==> src/rtl/facto_core_out_seq_if.sv <==
// facto_core_out_seq_if
// Bundles the register-bus port and the multiplier req/ack port of the
// factorial output/sequencing stage.
//   slave  : view of the core (bus slave, multiplier requester)
//   master : view of the host / multiplier model driving the core
// Signals
//   s_sel, s_wr, s_addr, s_din  : host -> core access (1-cycle strobe)
//   s_dout, s_rvalid            : core -> host read data, one cycle after the read
//   mul_req, mul_a, mul_b       : core -> multiplier request, held until ack
//   mul_ack, mul_res_h/l        : multiplier -> core completion with product
interface facto_core_out_seq_if #(
  parameter int DATA_W = 64,
  parameter int ADDR_W = 5
);
  logic              s_sel;
  logic              s_wr;
  logic [ADDR_W-1:0] s_addr;
  logic [DATA_W-1:0] s_din;
  logic [DATA_W-1:0] s_dout;
  logic              s_rvalid;
  logic              mul_req;
  logic [DATA_W-1:0] mul_a;
  logic [DATA_W-1:0] mul_b;
  logic              mul_ack;
  logic [DATA_W-1:0] mul_res_h;
  logic [DATA_W-1:0] mul_res_l;

  modport slave (
    input  s_sel, s_wr, s_addr, s_din, mul_ack, mul_res_h, mul_res_l,
    output s_dout, s_rvalid, mul_req, mul_a, mul_b
  );

  modport master (
    output s_sel, s_wr, s_addr, s_din, mul_ack, mul_res_h, mul_res_l,
    input  s_dout, s_rvalid, mul_req, mul_a, mul_b
  );
endinterface

==> src/rtl/facto_core_out_seq.sv <==
// facto_core_out_seq
// Output/sequencing stage of the factorial core. Holds operand, result and
// status registers and walks N*(N-1)*...*2 through an external multiplier
// using a req/ack handshake. Register reads return one cycle after the access.
// Ports
//   clk      : rising-edge clock
//   reset_n  : synchronous active-low reset
//   bus      : facto_core_out_seq_if.slave (register bus + multiplier port)
//   busy     : sequence in progress (state not IDLE/DONE)
//   intr     : done interrupt
// Register map
//   0 opstart (W bit0)  1 opclear (W bit0)  2 opdone (R: bit1 ovf, bit0 done)
//   3 intr_en (RW bit0) 4 operand (RW)      5 result_h (R)  6 result_l (R)
// Build option
//   FACTO_INTR_EN defined   : intr_en register present, intr = done & intr_en
//   FACTO_INTR_EN undefined : intr tied low, address 3 reads 0 / ignores writes
module facto_core_out_seq #(
  parameter int DATA_W = 64,
  parameter int ADDR_W = 5
) (
  input  logic                 clk,
  input  logic                 reset_n,
  facto_core_out_seq_if.slave  bus,
  output logic                 busy,
  output logic                 intr
);

  localparam logic [ADDR_W-1:0] A_OPSTART = ADDR_W'(0);
  localparam logic [ADDR_W-1:0] A_OPCLEAR = ADDR_W'(1);
  localparam logic [ADDR_W-1:0] A_OPDONE  = ADDR_W'(2);
  localparam logic [ADDR_W-1:0] A_INTR_EN = ADDR_W'(3);
  localparam logic [ADDR_W-1:0] A_OPERAND = ADDR_W'(4);
  localparam logic [ADDR_W-1:0] A_RES_H   = ADDR_W'(5);
  localparam logic [ADDR_W-1:0] A_RES_L   = ADDR_W'(6);

  typedef enum logic [2:0] {S_IDLE, S_LOAD, S_REQ, S_WAIT, S_DONE} state_t;

  state_t            state_q, state_d;
  logic [DATA_W-1:0] cnt_q, cnt_d;
  logic [DATA_W-1:0] res_h_q, res_h_d;
  logic [DATA_W-1:0] res_l_q, res_l_d;
  logic [DATA_W-1:0] operand_q, operand_d;
  logic              done_q, done_d;
  logic              ovf_q, ovf_d;
  logic              mul_req_q, mul_req_d;
  logic [DATA_W-1:0] mul_a_q, mul_a_d;
  logic [DATA_W-1:0] mul_b_q, mul_b_d;
  logic [DATA_W-1:0] s_dout_q, s_dout_d;
  logic              s_rvalid_q, s_rvalid_d;
`ifdef FACTO_INTR_EN
  logic              intr_en_q, intr_en_d;
  logic              intr_q, intr_d;
`endif

  logic              wr_en, rd_en, opstart, opclear;
  logic [DATA_W-1:0] cnt_dec;
  logic [DATA_W-1:0] rdata;

  assign wr_en   = bus.s_sel & bus.s_wr;
  assign rd_en   = bus.s_sel & ~bus.s_wr;
  assign opstart = wr_en && (bus.s_addr == A_OPSTART) && bus.s_din[0];
  assign opclear = wr_en && (bus.s_addr == A_OPCLEAR) && bus.s_din[0];
  assign cnt_dec = cnt_q - DATA_W'(1);

  // Read mux; write-only and unmapped addresses return 0.
  always_comb begin
    rdata = '0;
    case (bus.s_addr)
      A_OPDONE: rdata = {{(DATA_W-2){1'b0}}, ovf_q, done_q};
`ifdef FACTO_INTR_EN
      A_INTR_EN: rdata = {{(DATA_W-1){1'b0}}, intr_en_q};
`endif
      A_OPERAND: rdata = operand_q;
      A_RES_H:   rdata = res_h_q;
      A_RES_L:   rdata = res_l_q;
      default:   rdata = '0;
    endcase
  end

  always_comb begin
    state_d    = state_q;
    cnt_d      = cnt_q;
    res_h_d    = res_h_q;
    res_l_d    = res_l_q;
    operand_d  = operand_q;
    done_d     = done_q;
    ovf_d      = ovf_q;
    mul_req_d  = mul_req_q;
    mul_a_d    = mul_a_q;
    mul_b_d    = mul_b_q;
    s_dout_d   = rd_en ? rdata : '0;
    s_rvalid_d = rd_en;
`ifdef FACTO_INTR_EN
    intr_en_d  = intr_en_q;
    intr_d     = intr_q;
    if (wr_en && (bus.s_addr == A_INTR_EN)) intr_en_d = bus.s_din[0];
`endif

    // The running sequence works from cnt, so operand may change freely.
    if (wr_en && (bus.s_addr == A_OPERAND)) operand_d = bus.s_din;

    case (state_q)
      S_IDLE, S_DONE: begin
        if (opstart) begin
          state_d = S_LOAD;
          cnt_d   = operand_q;
          res_h_d = '0;
          res_l_d = DATA_W'(1);
          done_d  = 1'b0;
          ovf_d   = 1'b0;
        end
      end
      S_LOAD: begin
        // 0! and 1! are already 1; no multiply needed.
        if (cnt_q <= DATA_W'(1)) begin
          state_d = S_DONE;
          done_d  = 1'b1;
        end else begin
          state_d = S_REQ;
        end
      end
      S_REQ: begin
        // Operands are latched here and stay stable while the request is up.
        mul_req_d = 1'b1;
        mul_a_d   = res_l_q;
        mul_b_d   = cnt_q;
        state_d   = S_WAIT;
      end
      S_WAIT: begin
        if (bus.mul_ack) begin
          mul_req_d = 1'b0;
          res_h_d   = bus.mul_res_h;
          res_l_d   = bus.mul_res_l;
          cnt_d     = cnt_dec;
          ovf_d     = ovf_q | (bus.mul_res_h != '0);
          if (cnt_dec == DATA_W'(1)) begin
            state_d = S_DONE;
            done_d  = 1'b1;
          end else begin
            state_d = S_REQ;
          end
        end
      end
      default: state_d = S_IDLE;
    endcase

    // Clear wins over everything, including an ack landing on the same edge.
    if (opclear) begin
      state_d   = S_IDLE;
      cnt_d     = '0;
      res_h_d   = '0;
      res_l_d   = '0;
      done_d    = 1'b0;
      ovf_d     = 1'b0;
      mul_req_d = 1'b0;
      mul_a_d   = '0;
      mul_b_d   = '0;
    end

`ifdef FACTO_INTR_EN
    intr_d = done_d & intr_en_d;
`endif
  end

  always_ff @(posedge clk) begin
    if (!reset_n) begin
      state_q    <= S_IDLE;
      cnt_q      <= '0;
      res_h_q    <= '0;
      res_l_q    <= '0;
      operand_q  <= '0;
      done_q     <= 1'b0;
      ovf_q      <= 1'b0;
      mul_req_q  <= 1'b0;
      mul_a_q    <= '0;
      mul_b_q    <= '0;
      s_dout_q   <= '0;
      s_rvalid_q <= 1'b0;
`ifdef FACTO_INTR_EN
      intr_en_q  <= 1'b0;
      intr_q     <= 1'b0;
`endif
    end else begin
      state_q    <= state_d;
      cnt_q      <= cnt_d;
      res_h_q    <= res_h_d;
      res_l_q    <= res_l_d;
      operand_q  <= operand_d;
      done_q     <= done_d;
      ovf_q      <= ovf_d;
      mul_req_q  <= mul_req_d;
      mul_a_q    <= mul_a_d;
      mul_b_q    <= mul_b_d;
      s_dout_q   <= s_dout_d;
      s_rvalid_q <= s_rvalid_d;
`ifdef FACTO_INTR_EN
      intr_en_q  <= intr_en_d;
      intr_q     <= intr_d;
`endif
    end
  end

  assign bus.s_dout   = s_dout_q;
  assign bus.s_rvalid = s_rvalid_q;
  assign bus.mul_req  = mul_req_q;
  assign bus.mul_a    = mul_a_q;
  assign bus.mul_b    = mul_b_q;
  assign busy         = (state_q != S_IDLE) && (state_q != S_DONE);
`ifdef FACTO_INTR_EN
  assign intr         = intr_q;
`else
  assign intr         = 1'b0;
`endif

endmodule

==> src/flat_wrapper.sv <==
// flat-port wrapper written by rule: the top's interface ports become plain ports
module facto_core_out_seq_flat 
#(
  parameter int DATA_W = 64,
  parameter int ADDR_W = 5
)
  (clk, reset_n, busy, intr, bus_s_sel, bus_s_wr, bus_s_addr, bus_s_din, bus_mul_ack, bus_mul_res_h, bus_mul_res_l, bus_s_dout, bus_s_rvalid, bus_mul_req, bus_mul_a, bus_mul_b);
  facto_core_out_seq_if #(.DATA_W(DATA_W), .ADDR_W(ADDR_W)) bus_i ();
  input  logic clk;
  input  logic reset_n;
  output logic busy;
  output logic intr;
  input wire logic [$bits(bus_i.s_sel)-1:0] bus_s_sel;
  input wire logic [$bits(bus_i.s_wr)-1:0] bus_s_wr;
  input wire logic [$bits(bus_i.s_addr)-1:0] bus_s_addr;
  input wire logic [$bits(bus_i.s_din)-1:0] bus_s_din;
  input wire logic [$bits(bus_i.mul_ack)-1:0] bus_mul_ack;
  input wire logic [$bits(bus_i.mul_res_h)-1:0] bus_mul_res_h;
  input wire logic [$bits(bus_i.mul_res_l)-1:0] bus_mul_res_l;
  output wire logic [$bits(bus_i.s_dout)-1:0] bus_s_dout;
  output wire logic [$bits(bus_i.s_rvalid)-1:0] bus_s_rvalid;
  output wire logic [$bits(bus_i.mul_req)-1:0] bus_mul_req;
  output wire logic [$bits(bus_i.mul_a)-1:0] bus_mul_a;
  output wire logic [$bits(bus_i.mul_b)-1:0] bus_mul_b;
  assign bus_i.s_sel = bus_s_sel;
  assign bus_i.s_wr = bus_s_wr;
  assign bus_i.s_addr = bus_s_addr;
  assign bus_i.s_din = bus_s_din;
  assign bus_i.mul_ack = bus_mul_ack;
  assign bus_i.mul_res_h = bus_mul_res_h;
  assign bus_i.mul_res_l = bus_mul_res_l;
  assign bus_s_dout = bus_i.s_dout;
  assign bus_s_rvalid = bus_i.s_rvalid;
  assign bus_mul_req = bus_i.mul_req;
  assign bus_mul_a = bus_i.mul_a;
  assign bus_mul_b = bus_i.mul_b;
  facto_core_out_seq #(.DATA_W(DATA_W), .ADDR_W(ADDR_W)) u_core (.clk(clk), .reset_n(reset_n), .bus(bus_i), .busy(busy), .intr(intr));
endmodule
==> config.mk <==
export PLATFORM = sky130hd
export DESIGN_NAME = facto_core_out_seq_flat
export DESIGN_NICKNAME = d
export VERILOG_FILES = /design/src/rtl/facto_core_out_seq_if.sv /design/src/rtl/facto_core_out_seq.sv /design/src/flat_wrapper.sv
export SDC_FILE = /design/constraint.sdc
export NUM_CORES = 1
export LEC_CHECK = 0
export CAP_MARGIN = 30
export CORE_MARGIN = 2
export CORE_UTILIZATION = 40
export CTS_CLUSTER_DIAMETER = 200
export DETAILED_ROUTE_END_ITERATION = 7
export PLACE_DENSITY = 0.63
export SYNTH_ARGS = -nofsm -noshare
export SYNTH_HDL_FRONTEND = slang
export SYNTH_SLANG_ARGS = --single-unit
==> constraint.sdc <==
create_clock -name clk -period 9.7 [get_ports clk]
set_input_delay 1.455 -clock clk [delete_from_list [all_inputs] [get_ports clk]]
set_output_delay 1.455 -clock clk [all_outputs]
set_load 0.005 [all_outputs]
==> impl_metrics.csv, run 1 <==
group,metric,value,unit
outcome,outcome,"finished, final reports clean",
job,drv_cap,0,
floorplanning,core,47900,um^2
critical_path,path_delay_family,"simple AND/OR/NAND/NOR gates",
pwr,p_leak,8.54,nW
pwr,power-per-cell-area,159,nW/um^2
critical_path,cp_max_fo,10,
yosys,synth-async-reset-ratio,0,
yosys,yosys.area_share.adder,0.00192,
route,drt_first_pass_iters,5,
cells_and_area,nets,3032,
floorplanning,die_area,50600,um^2
cells_and_area,final_util,0.530,
yosys,synthSimpleGateAreaFrac,0.265,
yosys,synth_warnings,0,
cells_and_area,area_growth,30.0,%
clocking,cts_max_level,2,
route,drt_iter0_markers,2215,
cells_and_area,stdcell_count,3483,
clocking,numCtsBuffers,49,
placement,place.gp.congestion,0.901,
yosys,synthFlopType,"dfxtp_1",
yosys,synth_area_per_cell,7.58,um^2
timing,hold_viol,0,
grt,grt_pass1_wl,115,mm
grt,grt_pass1_vias,18500,
critical_path,cp.required,10.19,ns
grt,overflow,0,
yosys,netlist_area,19500,um^2
timing,fin_tns_setup,0,ns
pwr,finalPower,4.05,mW
route,drc,0,
timing,maxSlewViolCount,0,
timing,slew-limit-headroom,0.112,
route,vias_per_cell,5.71,
yosys,synth.area.top_cells,"dfxtp_1 47%, nand2_1 11%, a21oi_1 10%, nor2_1 5.3%, nand3_1 3.8%",
clocking,clk_pin_slew_worst_paths,0.06,ns
cells_and_area,layout_common_cells,"573 x nand2_1, 455 x dfxtp_1, 402 x a21oi_1",
yosys,netlist.area_leader.share,0.466,
min_path,hold_path_class,"flip-flop to flip-flop",
timing,rsz0062_at_grt,"false",
yosys,synth_fp_nets,2781,
critical_path,startpoint_type,"flip-flop",
placement,dpl.cell_count,3390,
cells_and_area,drive_gt1_frac,0.0471,
yosys,synth-compound-area-share,0.173,
critical_path,critPathKind,"flip-flop to flip-flop",
critical_path,crit_arrival,4.68,ns
critical_path,path_buf_inv,1,
yosys,ys_ff_latch,455,
floorplanning,initial_core_util,0.407,
clocking,clock_latency,0.61,ns
yosys,postSynthCellCount,2576,
yosys,yosys.cell_types.count,64,
yosys,synthXorXnorAreaFrac,0.0139,
timing,tightest_slew,1.33,ns
placement,dp_hpwl,54.5,mm
pwr,ir_worst_vdd,0.114,mV
critical_path,max_stage_delay,0.69,ns
clocking,cts-root-buf,"clkbuf_16",
grt,grt_max_degree,228,
critical_path,end_kind,"flip-flop",
clocking,cts_max_path_buffers,3,
clocking,post-cts-setup-buffers,0,
clocking,cts_tree,"built",
timing,fin_crit_sh,0.432,
yosys,synthMuxAreaShare,0.0339,
timing,setup_viol,0,
cells_and_area,fillerInstances,4609,
yosys,synth_top_family_by_area,"simple AND/OR/NAND/NOR gates",
floorplanning,dieHeight,225,um
timing,fin_skew,0.0170,ns
yosys,yosys.area.top_type,"dfxtp_1",
yosys,ys_seq_area_frac,0.466,
critical_path,slowest_stage,"nor4_1",
grt,antenna_found_initial,5,
route,vias,19900,
clocking,hold_buffers,0,
route,ant_nets,0,
yosys,synth_enable_flop_cells,0,
floorplanning,num_rows,80,
route,finalWirelength,78.3,mm
timing,max_freq,238,MHz
critical_path,crit_chain,"inv_1 -> ha_1 -> or3b_1 -> nor4_1 -> nand3_1 -> nor3_1 -> xnor2_1 -> nand4_1 -> nor4_4 -> a21oi_1 -> a31o_1",
timing,finalCriticalPeriod,4.19,ns
route,wire_per_inst,22.5,um
grt,track_usage,0.297,
placement,io_buffers,396,
floorplanning,die_x,225,um
floorplanning,pin_count,398,
clocking,cts_resized,0,
cells_and_area,layout_commonest_cell,"nand2_1",
clocking,numClockSinks,455,
[state kept, by name, summed over array words and instances (netlist names)]
| name | cells |
|---|---|
| u_core.bus.mul_b | 64 |
| u_core.bus.mul_a | 64 |
| u_core.bus.mul_req | 1 |
| u_core.done_q | 1 |
| u_core.res_h_q | 64 |
| u_core.state_q | 3 |
| u_core.bus.s_dout | 64 |
| u_core.operand_q | 64 |
| u_core.ovf_q | 1 |
| u_core.bus.s_rvalid | 1 |
| u_core.cnt_q | 64 |
| u_core.res_l_q | 64 |
[synth_stat cells (all sizes together), types with 4 or more instances]
library cell  count
o22ai             9
inv               9
or3              15
dfxtp           455
o21ai            63
nor3             48
a21oi           402
o211ai            5
or4              12
a22oi            20
mux2i            65
a31oi             5
nor2            275
nand4            14
xor2             11
and3              8
a21boi           64
buf              39
clkbuf          180
nand3           148
nor4             56
or2               5
nand2           577
a211oi           12
xnor2            20
nor3b             4
o31ai             5
nand4b            5
[through the flow]
step	setup WS, ns	cell area, um^2	hold WS, ns
2_1_floorplan	6.06	19500	0.445
5_1_grt	5.22	25400	0.473
3_3_place_gp	5.37	23600	0.445
3_5_place_dp	5.29	23700	0.448
6_report	5.51	25400	0.453
4_1_cts	5.55	25400	0.456
[path summary, 6_finish.rpt]
path,from,end,slack [ns],cells past startpoint
hold reg to reg,u_core.bus.mul_a[52],u_core.bus.mul_a[52],0.45,2
setup reg to reg,u_core.cnt_q[0],u_core.state_q[1],5.51,11
setup / recovery,u_core.cnt_q[0],u_core.state_q[1],5.51,11
hold / removal,u_core.bus.mul_a[52],u_core.bus.mul_a[52],0.45,2
[power by group]
| group | leakage [nW] | internal (mW) | switching [mW] |
|---|---|---|---|
| Sequential | 3.66 | 1.87 | 0.00289 |
| Combinational | 4.03 | 0.0937 | 0.0944 |
| Clock | 0.842 | 1.18 | 0.811 |
[cell type report]
class	count	area, um^2	share of cell area
diodes	2	5.00	0.000197
multi-input cells	1893	9590	0.378
clock inverters	23	293	0.0115
flip-flops and latches	455	9110	0.359
inverters	9	33.8	0.00133
clock buffers	67	1400	0.0553
well taps	615	769	0.0303
repair buffers	419	4190	0.165
[metal layers]
metal  routed length, um  vias up  track usage  part of all wire
li1                    -     9300            -                 -
met2               36100      849        0.472              0.46
met3                5990      111       0.0529             0.076
met1               34000     9608        0.408              0.43
met4                2260        4       0.0955             0.029
met5                  22        -            0           0.00028
[kinds of logic after synthesis]
family                   Yosys count
buffers and inverters            228
XOR/XNOR                          31
other                              1
AND/OR/NAND/NOR                 1187
flip-flops                       455
adder cells (fa/ha/maj)            3
AO/OA/AOI/OAI                    605
multiplexers                      66
[tightest hold or removal path, cell delays in order, from the launching register on]
cell	delay, ns
dfxtp_1	0.31
nand2_1	0.05
a21oi_1	0.05
No activity file was read; power rests on OpenSTA's default activity.
==> run 2, diff against run 1 <==
--- a/config.mk
+++ b/config.mk
@@ -10,7 +10,7 @@
 export CORE_UTILIZATION = 40
 export CTS_CLUSTER_DIAMETER = 200
 export DETAILED_ROUTE_END_ITERATION = 7
-export PLACE_DENSITY = 0.63
+export PLACE_DENSITY = 0.65
 export SYNTH_ARGS = -nofsm -noshare
 export SYNTH_HDL_FRONTEND = slang
 export SYNTH_SLANG_ARGS = --single-unit
==> constraint.sdc (replaced) <==
create_clock -name clk -period 3.65 [get_ports clk]
set_input_delay 0.5475 -clock clk [delete_from_list [all_inputs] [get_ports clk]]
set_output_delay 0.5475 -clock clk [all_outputs]
set_load 0.005 [all_outputs]
==> run 2 against run 1 <==
Combinational power rose to 2.7 times the previous value. First-iteration DRC count down 5.4%. Flip-flop and latch count unchanged. Critical path type unchanged. Cell area up 3.0%. Die area unchanged.
==> impl_metrics.csv, run 2 (synthesis results as in run 1) <==
group,metric,value,unit
route,vias,20200,
pwr,power-per-cell-area,417,nW/um^2
job,drv_cap,0,
cells_and_area,drive_gt1_frac,0.0711,
grt,grt_pass1_vias,19000,
critical_path,path_delay_family,"simple AND/OR/NAND/NOR gates",
critical_path,path_buf_inv,2,
critical_path,crit-reg2reg-launch,"u_core.cnt_q[0]",
timing,slew-limit-headroom,0.362,
floorplanning,dieHeight,225,um
critical_path,cp.required,4.15,ns
timing,tightest_slew,0.957,ns
critical_path,cp_common_cell,"or4_4",
cells_and_area,layout_common_cells,"573 x nand2_1, 455 x dfxtp_1, 402 x a21oi_1",
floorplanning,num_rows,80,
route,ant_nets,0,
placement,dp_hpwl,56.9,mm
floorplanning,pin_count,398,
clocking,post-cts-setup-buffers,0,
route,drc,0,
timing,rsz0062_at_grt,"false",
placement,io_buffers,396,
clocking,cts_max_path_buffers,3,
route,drt_iter0_markers,2095,
floorplanning,die_x,225,um
critical_path,max_stage_delay,0.57,ns
critical_path,r2r_cells,12,
route,vias_per_cell,5.68,
clocking,numCtsBuffers,49,
critical_path,crit_arrival,3.96,ns
timing,worst_slack,0.186,ns
floorplanning,core,47900,um^2
critical_path,cp.depth,12,
clocking,cts_tree,"built",
placement,place_ws,0.154,ns
timing,max_freq,289,MHz
timing,fin_skew,0.0302,ns
clocking,cts-root-buf,"clkbuf_16",
grt,grt_pass1_wl,118,mm
outcome,outcome,"finished, final reports clean",
critical_path,r2r_slack,0.19,ns
floorplanning,die_area,50600,um^2
critical_path,end_kind,"flip-flop",
critical_path,crit_end,"u_core.state_q[1]",
critical_path,critPathKind,"flip-flop to flip-flop",
clocking,cts_max_level,2,
clocking,clk_pin_slew_worst_paths,0.07,ns
timing,fin_crit_sh,0.949,
critical_path,crit_chain,"inv_1 -> ha_1 -> or3b_1 -> or4_4 -> or4_4 -> buf_4 -> nor2_2 -> xnor2_1 -> nand4_1 -> nor4_4 -> a21oi_1 -> a31o_1",
cells_and_area,layout_commonest_cell,"nand2_1",
grt,overflow,0,
pwr,ir_worst_vdd,0.316,mV
timing,finalCriticalPeriod,3.46,ns
clocking,clock_latency,0.62,ns
grt,antenna_found_initial,9,
cells_and_area,nets,3105,
critical_path,cp_max_fo,6,
timing,setup_viol,0,
floorplanning,initial_core_util,0.407,
grt,grt_max_degree,150,
pwr,p_leak,8.98,nW
critical_path,startpoint_type,"flip-flop",
timing,hold_viol,0,
critical_path,crit_start,"u_core.cnt_q[0]",
clocking,numClockSinks,455,
cells_and_area,area_growth,33.9,%
route,drt_first_pass_iters,5,
placement,place.gp.congestion,0.957,
critical_path,worstReg2RegEnd,"u_core.state_q[1]",
min_path,hold_path_class,"input pin to flip-flop",
route,finalWirelength,79.9,mm
critical_path,slowest_stage,"or4_4",
route,wire_per_inst,22.5,um
timing,maxSlewViolCount,0,
timing,fin_tns_setup,0,ns
grt,track_usage,0.303,
==> run 2: how the worst min path moves through the flow <==
stage	slack (ns)	depth (start not counted)	endpoint	start
global placement	0.44	2	u_core.bus.mul_a[35]	u_core.bus.mul_a[35]
floorplan	0.44	2	u_core.bus.mul_a[10]	u_core.res_l_q[10]
CTS	0.20	3	u_core.bus.s_rvalid	reset_n
detailed placement	0.45	2	u_core.bus.mul_a[35]	u_core.bus.mul_a[35]
finish	0.23	3	u_core.bus.s_rvalid	reset_n
global route	0.24	3	u_core.bus.s_rvalid	reset_n
==> run 2: tightest hold or removal path, delay by kind of cell <==
kind	cells	cell delay [ns]
simple gates	2	0.12
buf+inv	1	0.11
==> run 2: where the power goes <==
group          internal (mW)  switching, mW
Combinational          0.263          0.242
Sequential              4.97        0.00739
Clock                   3.23           2.18
Total                   8.47           2.43
==> run 2: what timing repair did <==
item | 4_1_cts | 5_1_grt
endpoints found under the hold margin | 0 | 0
resized for setup | 0 | 4
hold buffers | 0 | 0
setup endpoints to repair | 0 | 3
==> run 2: metal layers <==
metal	vias up	wire, um	part of all wire	global-route usage
met2	858	36500	0.46	0.478
met5	-	12	0.00015	0
met4	2	2880	0.036	0.110
met3	132	6090	0.076	0.0523
li1	9465	-	-	-
met1	9776	34500	0.43	0.417
==> run 2: cell type report <==
type,count,area [um^2]
fillers,4557,21800
multi-input cells,1893,9600
flip-flops and latches,455,9110
repair buffers,492,4870
clock buffers,70,1430
well taps,615,769
clock inverters,20,335
inverters,9,33.8
diodes,6,15.0
==> run 2: metrics by stage <==
| stage | total power [mW] | std cells | area [um^2] | util | hold WS, ns |
|---|---|---|---|---|---|
| finish | 10.9 | 3560 | 26200 | 0.546 | 0.227 |
| global route | 11.2 | 3560 | 26200 | 0.546 | 0.235 |
| CTS | 10.9 | 3553 | 26100 | 0.544 | 0.203 |
| detailed placement | 5.58 | 3463 | 24300 | 0.508 | 0.446 |
| global placement | 5.59 | 3463 | 24300 | 0.508 | 0.443 |
| floorplan | 5.25 | 2576 | 19500 | - | 0.445 |
==> run 3, diff against run 2 <==
--- a/config.mk
+++ b/config.mk
@@ -10,7 +10,8 @@
 export CORE_UTILIZATION = 40
 export CTS_CLUSTER_DIAMETER = 200
 export DETAILED_ROUTE_END_ITERATION = 7
-export PLACE_DENSITY = 0.65
+export DONT_BUFFER_PORTS = 1
+export PLACE_DENSITY_LB_ADDON = 0.3
 export SYNTH_ARGS = -nofsm -noshare
 export SYNTH_HDL_FRONTEND = slang
 export SYNTH_SLANG_ARGS = --single-unit
==> constraint.sdc (replaced) <==
create_clock -name clk -period 4.47 [get_ports clk]
set_input_delay 0.6705 -clock clk [delete_from_list [all_inputs] [get_ports clk]]
set_output_delay 0.6705 -clock clk [all_outputs]
set_load 0.005 [all_outputs]
==> run 3 against run 2 <==
Sequential power down 18%. Worst setup slack better by 0.24 ns. Via count down 9.0%. Clock power down 21%. Routed wire length down 6.1%. Critical path type unchanged. Largest cell class unchanged.
==> impl_metrics.csv, run 3 (synthesis results as in run 1) <==
group,metric,value,unit
placement,place.gp.congestion,0.957,
route,finalWirelength,75.0,mm
grt,grt_pass1_vias,17200,
timing,rsz0062_at_grt,"false",
cells_and_area,diodes,0,
critical_path,crit_start,"u_core.cnt_q[0]",
grt,grt_pass1_wl,110,mm
floorplanning,dieHeight,225,um
route,drt_first_pass_iters,5,
route,wire_per_inst,24.2,um
pwr,p_leak,7.18,nW
clocking,cts_max_level,2,
timing,fin_skew,0.0344,ns
cells_and_area,fillerInstances,4821,
timing,max_freq,247,MHz
pwr,intPower,6.62,mW
critical_path,critPathKind,"flip-flop to flip-flop",
grt,overflow,0,
timing,setup_viol,0,
min_path,min-delay-start,"bus_mul_res_h[34]",
pwr,p_comb_frac,0.019,
floorplanning,initial_core_util,0.407,
clocking,hold_buffers,0,
timing,tightest_slew,0.964,ns
placement,io_buffers,0,
floorplanning,die_area,50600,um^2
route,vias,18400,
cells_and_area,area_growth,10.7,%
cells_and_area,layout_common_cells,"573 x nand2_1, 455 x dfxtp_1, 402 x a21oi_1",
pwr,p_sw,1.87,mW
critical_path,crit-reg2reg-launch,"u_core.cnt_q[0]",
clocking,clock_latency,0.61,ns
clocking,cts_resized,0,
timing,hold_viol,0,
cells_and_area,nets,2650,
min_path,hold_path_class,"input pin to flip-flop",
timing,slew-limit-headroom,0.358,
clocking,numCtsBuffers,49,
route,ant_nets,0,
cells_and_area,drive_gt1_frac,0.0576,
pwr,ir_worst_vdd,0.274,mV
grt,antenna_found_initial,0,
grt,grt_max_degree,128,
clocking,cts_tree,"built",
pwr,power_frac_clock,0.503,
route,vias_per_cell,5.95,
timing,fin_tns_setup,0,ns
floorplanning,num_rows,80,
outcome,outcome,"finished, final reports clean",
clocking,cts_max_path_buffers,3,
route,drc,0,
floorplanning,die_x,225,um
pwr,pwr-share-seq,0.479,
cells_and_area,regArea,9110,um^2
critical_path,end_kind,"flip-flop",
clocking,cts-root-buf,"clkbuf_16",
job,drv_cap,0,
timing,maxSlewViolCount,0,
floorplanning,pin_count,398,
clocking,clk_pin_slew_worst_paths,0.07,ns
timing,finalCriticalPeriod,4.05,ns
timing,fin_crit_sh,0.905,
timing,holdWs,0.190,ns
critical_path,startpoint_type,"flip-flop",
clocking,post-cts-setup-buffers,0,
clocking,numClockSinks,455,
grt,track_usage,0.285,
critical_path,crit_arrival,4.53,ns
cells_and_area,layout_commonest_cell,"nand2_1",
cells_and_area,multi_input_area,9590,um^2
critical_path,cp_max_fo,14,
floorplanning,core,47900,um^2
pwr,switching_share,0.220,
route,drt_iter0_markers,1928,
placement,dp_hpwl,53.3,mm
pwr,power-per-cell-area,392,nW/um^2
critical_path,cp.required,4.95,ns
==> run 3: cell count changes in the layout (fill, tap and decap cells not counted), moves of 2 or more <==
cell             before  now
clkinv_2              7    9
nor4_2                3    1
buf_2                 2    0
diode_2               6    0
buf_12               14    8
bufinv_16             7    5
nor4_1               51   53
clkdlybuf4s50_1     393    0
buf_16                1    3
buf_4                82   26
clkbuf_1              9    7
==> run 3: worst max-delay path: stages (launching register included) <==
cell and delay, ns:
dfxtp_1 0.40, inv_1 0.13, ha_1 0.30, or3b_1 0.42
or4_4 0.67, or4_4 0.63, nor3_2 0.21, xnor2_1 0.16
nand4_1 0.19, nor4_2 0.47, a21oi_1 0.14, a31o_1 0.20
==> run 3: per-stage QoR <==
step	power (mW)	setup slack, ns	util	cell area, um^2	std cells
2_1_floorplan	4.29	0.832	-	19500	2576
3_3_place_gp	4.30	0.540	0.414	19800	3005
3_5_place_dp	4.31	0.469	0.415	19900	3008
4_1_cts	8.55	0.432	0.450	21600	3095
5_1_grt	8.72	0.206	0.451	21600	3096
6_report	8.49	0.425	0.451	21600	3096
==> run 3: final timing paths <==
| check | endpoint | cells past startpoint | slack (ns) |
|---|---|---|---|
| setup / recovery | u_core.state_q[1] | 11 | 0.42 |
| hold / removal | u_core.res_h_q[34] | 2 | 0.19 |
| setup reg to reg | u_core.state_q[1] | 11 | 0.42 |
| hold reg to reg | u_core.bus.mul_a[28] | 2 | 0.46 |
==> run 3: area by class of cell <==
type	count	share of cell area
multi-input cells	1893	0.443
flip-flops and latches	455	0.421
clock buffers	68	0.0655
well taps	615	0.0356
repair buffers	37	0.0202
clock inverters	19	0.0125
inverters	9	0.00156
==> run 3: per-layer routing <==
| metal | vias up | share of wire | wire length, um | GRT usage |
|---|---|---|---|---|
| li1 | 8529 | - | - | - |
| met1 | 8858 | 0.42 | 31900 | 0.384 |
| met2 | 879 | 0.44 | 33200 | 0.441 |
| met3 | 147 | 0.094 | 7080 | 0.0705 |
| met4 | 0 | 0.038 | 2890 | 0.106 |
| met5 | - | 0 | 0 | 0 |
==> run 3: power groups by stage <==
stage / combinational (mW) / clock, mW / sequential [mW]
after floorplan: 0.137 / 0 / 4.15
after global placement: 0.150 / 0 / 4.15
after detailed placement: 0.156 / 0 / 4.15
after CTS: 0.156 / 4.33 / 4.06
after global routing: 0.167 / 4.50 / 4.06
final: 0.157 / 4.27 / 4.06
